File: config.mk
export PLATFORM = sky130hd
export DESIGN_NAME = bus_sel_seq_flat
export DESIGN_NICKNAME = d
export VERILOG_FILES = /design/src/rtl/bus_sel_seq_if.sv /design/src/rtl/bus_sel_seq.sv /design/src/flat_wrapper.sv
export SDC_FILE = /design/constraint.sdc
export NUM_CORES = 1
export LEC_CHECK = 0
export ABC_AREA = 1
export BUFFER_PORTS_ARGS = -buffer_cell sky130_fd_sc_hd__buf_2
export CORE_ASPECT_RATIO = 0.7
export CORE_MARGIN = 5
export CORE_UTILIZATION = 45
export DETAILED_ROUTE_END_ITERATION = 16
export PLACE_DENSITY = 0.68
export SETUP_SLACK_MARGIN = 0.05
export SLEW_MARGIN = 15
export SYNTH_ARGS = -nofsm -noshare
export SYNTH_HDL_FRONTEND = slang
export SYNTH_SLANG_ARGS = --single-unit
export TNS_END_PERCENT = 100
File: constraint.sdc
create_clock -name clk -period 1.9 [get_ports clk]
set_input_delay 0.475 -clock clk [delete_from_list [all_inputs] [get_ports clk]]
set_output_delay 0.475 -clock clk [all_outputs]
set_load 0.01 [all_outputs]
File: src/rtl/bus_sel_seq_if.sv
// Select-code bus between the round-robin sequencer and the downstream 3-way mux.
// The sequencer takes master; a consumer or bench takes slave.
interface bus_sel_seq_if;
   logic [2:0] req;
   logic [1:0] bus;
   logic       bus_vld;
   logic [2:0] gnt;
   logic       done;

   modport master (input req, output bus, bus_vld, gnt, done);
   modport slave  (output req, input bus, bus_vld, gnt, done);
endinterface

File: src/rtl/bus_sel_seq.sv
// Round-robin sequencer driving the 2-bit select code for the in1/in2/reset-path mux.
// Each grant is held for at most DWELL cycles, and GAP idle cycles separate grants.
module bus_sel_seq #(
   parameter int unsigned DWELL = 4,
   parameter int unsigned GAP   = 1
) (
   input  logic          clk,
   input  logic          reset,
   bus_sel_seq_if.master bif
);

   typedef enum logic [1:0] {IDLE, GRANT, GAPW} state_t;

   localparam logic [3:0] DWELL_LOAD = 4'(DWELL - 1);
   localparam logic [1:0] GAP_LOAD   = (GAP > 0) ? 2'(GAP - 1) : 2'd0;

   state_t     state, state_nxt;
   logic [3:0] cnt, cnt_nxt;
   logic [1:0] gap_cnt, gap_nxt;
   logic [1:0] last, last_nxt;
   logic [1:0] bus_nxt;
   logic       vld_nxt;
   logic [2:0] gnt_nxt;
   logic [1:0] win, cand;
   logic       win_ok;
   logic       start;
   logic       grant_end;
   logic       done_c;

   // Search begins one past the last granted index, wrapping 2 -> 0.
   always_comb begin
      win    = '0;
      win_ok = 1'b0;
      cand   = '0;
      for (int unsigned k = 1; k <= 3; k++) begin
         cand = 2'((32'(last) + k) % 32'd3);
         if (!win_ok && bif.req[cand]) begin
            win_ok = 1'b1;
            win    = cand;
         end
      end
   end

   assign grant_end = (state == GRANT) && ((cnt == '0) || ((bif.req & bif.gnt) == '0));

   always_comb begin
      state_nxt = state;
      cnt_nxt   = cnt;
      gap_nxt   = gap_cnt;
      last_nxt  = last;
      bus_nxt   = bif.bus;
      vld_nxt   = bif.bus_vld;
      gnt_nxt   = bif.gnt;
      done_c    = 1'b0;
      start     = 1'b0;

      unique case (state)
         IDLE: begin
            if (win_ok) start = 1'b1;
         end
         GRANT: begin
            if (cnt != '0) cnt_nxt = cnt - 4'd1;
            if (grant_end) begin
               done_c  = 1'b1;
               bus_nxt = '0;
               vld_nxt = 1'b0;
               gnt_nxt = '0;
               if (GAP > 0) begin
                  state_nxt = GAPW;
                  gap_nxt   = GAP_LOAD;
               end else if (win_ok) begin
                  start = 1'b1;
               end else begin
                  state_nxt = IDLE;
               end
            end
         end
         GAPW: begin
            if (gap_cnt != '0) begin
               gap_nxt = gap_cnt - 2'd1;
            end else if (win_ok) begin
               start = 1'b1;
            end else begin
               state_nxt = IDLE;
            end
         end
         default: state_nxt = IDLE;
      endcase

      // A new grant overrides whatever the end-of-grant path cleared above.
      if (start) begin
         state_nxt = GRANT;
         bus_nxt   = win;
         gnt_nxt   = 3'b001 << win;
         vld_nxt   = 1'b1;
         cnt_nxt   = DWELL_LOAD;
         last_nxt  = win;
      end
   end

   always_ff @(posedge clk) begin
      if (reset) begin
         state       <= IDLE;
         cnt         <= '0;
         gap_cnt     <= '0;
         last        <= 2'd2;
         bif.bus     <= '0;
         bif.bus_vld <= 1'b0;
         bif.gnt     <= '0;
      end else begin
         state       <= state_nxt;
         cnt         <= cnt_nxt;
         gap_cnt     <= gap_nxt;
         last        <= last_nxt;
         bif.bus     <= bus_nxt;
         bif.bus_vld <= vld_nxt;
         bif.gnt     <= gnt_nxt;
      end
   end

   // An aborted grant must not report completion.
   assign bif.done = done_c & ~reset;

endmodule

File: src/flat_wrapper.sv
// flat-port wrapper written by rule: the top's interface ports become plain ports
module bus_sel_seq_flat 
#(
   parameter int unsigned DWELL = 4,
   parameter int unsigned GAP   = 1
)
  (clk, reset, bif_req, bif_bus, bif_bus_vld, bif_gnt, bif_done);
  bus_sel_seq_if bif_i ();
  input  logic clk;
  input  logic reset;
  input wire logic [$bits(bif_i.req)-1:0] bif_req;
  output wire logic [$bits(bif_i.bus)-1:0] bif_bus;
  output wire logic [$bits(bif_i.bus_vld)-1:0] bif_bus_vld;
  output wire logic [$bits(bif_i.gnt)-1:0] bif_gnt;
  output wire logic [$bits(bif_i.done)-1:0] bif_done;
  assign bif_i.req = bif_req;
  assign bif_bus = bif_i.bus;
  assign bif_bus_vld = bif_i.bus_vld;
  assign bif_gnt = bif_i.gnt;
  assign bif_done = bif_i.done;
  bus_sel_seq #(.DWELL(DWELL), .GAP(GAP)) u_core (.clk(clk), .reset(reset), .bif(bif_i));
endmodule
==> qor.yml <==
setup_ws_ps: 125
layout_min_cycle_time_ps: 1780
n_fill_cell: 226
cts_made_buffers: 3
io_buffer_count: 11
finalHoldViolCount: 0
cts_tree: "yes"
grt_pass1_vias: 901
top_layer: "met4"
cts_num_sinks: 16
grt_max_degree: 13
seq_area_frac_synth_pct: 32.2
dp_hpwl_um: 1740
antenna_found_initial: 0
grt_overflow: 0
area_delta_synth_final_pct: 20.5
synth-simple-area-share_pct: 29.9
worstMarginPinSlew_ps: 426
hold_buffers: 0
die_w_um: 66.2
die_h_um: 49.4
multi_input_area_um2: 604
tns_ps: 0
via_per_inst: 4.92
ant_nets: 0
start_util_pct: 46.6
synth_xor_xnor_area_share_pct: 1.76
first_pass_iters: 4
synth_compound_area_share_pct: 13.2
slew_headroom_pct: 71.3
p_leak_uw: 0.000558
synth_fa_ha_area_share_pct: 11.3
worst-setup-path-type: "register to output port"
max_cap_viol_count: 0
layout.nets: 177
yosysWarningCount: 0
clockBufferDepth: 2
h-tree-depth: 1
fmax_ghz: 0.563
cp.required_ps: 1420
root_buffer: "clkbuf_4"
place_congestion: 0.837
drc: 0
drv_slew: 0
hp-class: "register to register"
place_ws_ps: 51.5
seq_area_um2: 325
synth_cell_types: 21
coreArea_um2: 2140
clk_pin_slew_ps: 90
drt_iter0_markers: 49
status: "finished clean"
dieArea_um2: 3270
post_synth_instance_area_um2: 996
num_antenna_cells: 0
syn_inst: 144
met2_length_um: 1010
crit_path_start_kind: "register"
crit_path_max_fanout: 2
grt_usage_pct: 14.3
avgSynthCellArea_um2: 6.92
routed_wl_um: 2220
power.density_nw_per_um2: 1830
vdd_drop_max_mv: 0.840
wl_met3_um: 98
clk_latency_ps: 290
fin_worst_skew_ps: 3.06
wl_per_cell_um: 11.5
num_rows: 14
drive_gt1_share_pct: 25.9
period_share_pct: 93.4
end_kind: "output port"
setup_violations: 0
vias: 955
yosys_register_bits: 16
wl_met1_um: 1100
ioPinCount: 12
synth_nets: 158
grt_pass1_wl_um: 3760
crit_arrival_ps: 1300
synth_top_family_by_area: "simple AND/OR/NAND/NOR gates"
rsz0062_at_grt: "yes"
synth_mux_area_share_pct: 0
power.total_uw: 2200
[cell families (layout without fill, tap and decap cells)]
logic type,count (synthesis),in the layout
simple gates,63,63
compound gates,25,25
flops,16,16
xor+xnor,2,2
buf+inv,29,47
fa+ha+maj,9,9
[routing by layer]
metal	vias to the layer above	GRT usage, %
li1	495	-
met1	435	19.8
met2	21	22.4
met3	4	4.15
met4	0	2.03
met5	-	0
[cell type report]
class                           instances  share of cell area [%]
Clock buffer                            4                    3.02
Inverter                               27                    8.45
Multi-Input combinational cell         99                    50.4
Tap cell                               32                    3.34
Timing Repair Buffer                   16                    7.72
Sequential cell                        16                    27.1
[timing repair]
item / in CTS / in global routing
setup buffers: 1 / 2
endpoints found under the setup margin: 2 / 7
resized for setup: 7 / 9
pin swaps: 3 / 2
[metrics by stage]
step	hold WS (ps)	util, %	instance area, um^2	std cells
2_1_floorplan	438	-	996	144
3_3_place_gp	451	51.1	1090	187
3_5_place_dp	454	51.1	1090	187
4_1_cts	469	53.9	1150	192
5_1_grt	499	56.1	1200	194
6_report	464	56.1	1200	194
[worst max-delay path, cell delays in order (launching register included)]
cell	delay (ps)
dfxtp_2	330
inv_2	70
ha_4	140
nand3_2	90
o21ai_2	60
nand2_1	80
nor2_1	100
buf_2	140
[state kept, by name, indices dropped and copies added, names as in the netlist]
register / flops
u_core.bif.bus: 2
u_core.state: 2
u_core.last: 2
u_core.bif.gnt: 3
u_core.cnt: 4
u_core.bif.bus_vld: 1
u_core.gap_cnt: 2
[Yosys cell counts, drive strengths merged]
| cell | instances | area share [%] |
|---|---|---|
| a21oi | 14 | 7.0 |
| buf | 1 | 1.1 |
| clkbuf | 1 | 0.38 |
| dfxtp | 16 | 32 |
| ha | 9 | 11 |
| inv | 27 | 10 |
| nand2 | 31 | 13 |
| nand3 | 21 | 12 |
| nand4 | 1 | 0.63 |
| nor2 | 9 | 3.4 |
| o211ai | 1 | 0.75 |
| o21ai | 10 | 5.4 |
| or2 | 1 | 0.63 |
| xor2 | 2 | 1.8 |
[worst paths after layout]
kind         slack, ps  cells after the start              to           start
max                120                      7        bif_done   u_core.cnt[1]
min                460                      2   u_core.cnt[2]   u_core.cnt[2]
max reg2reg        190                      8  u_core.last[1]  u_core.last[0]
min reg2reg        460                      2   u_core.cnt[2]   u_core.cnt[2]
[layout by cell type (no fill, tap or decap)]
| cell | count |
|---|---|
| nand4_1 | 1 |
| clkbuf_4 | 3 |
| xor2_1 | 2 |
| dfxtp_2 | 4 |
| inv_2 | 4 |
| o21ai_0 | 4 |
| nor2_2 | 1 |
| nand3_1 | 18 |
| clkbuf_8 | 1 |
| ha_2 | 2 |
| nand3_4 | 1 |
| nand3_2 | 2 |
| nor2_1 | 8 |
| inv_1 | 23 |
| or2_1 | 1 |
| dfxtp_1 | 12 |
| nand2_1 | 28 |
| buf_4 | 5 |
| buf_2 | 11 |
| o211ai_1 | 1 |
| o21ai_1 | 3 |
| ha_1 | 5 |
| a21oi_1 | 14 |
| nand2_4 | 1 |
| nand2_2 | 2 |
| ha_4 | 2 |
| o21ai_2 | 3 |
[where the power goes]
group | switching, uW | internal [uW]
clock network | 108 | 117
registers | 91.0 | 471
logic | 862 | 552
total | 1060 | 1140
Power figures use the tool's default switching activity.
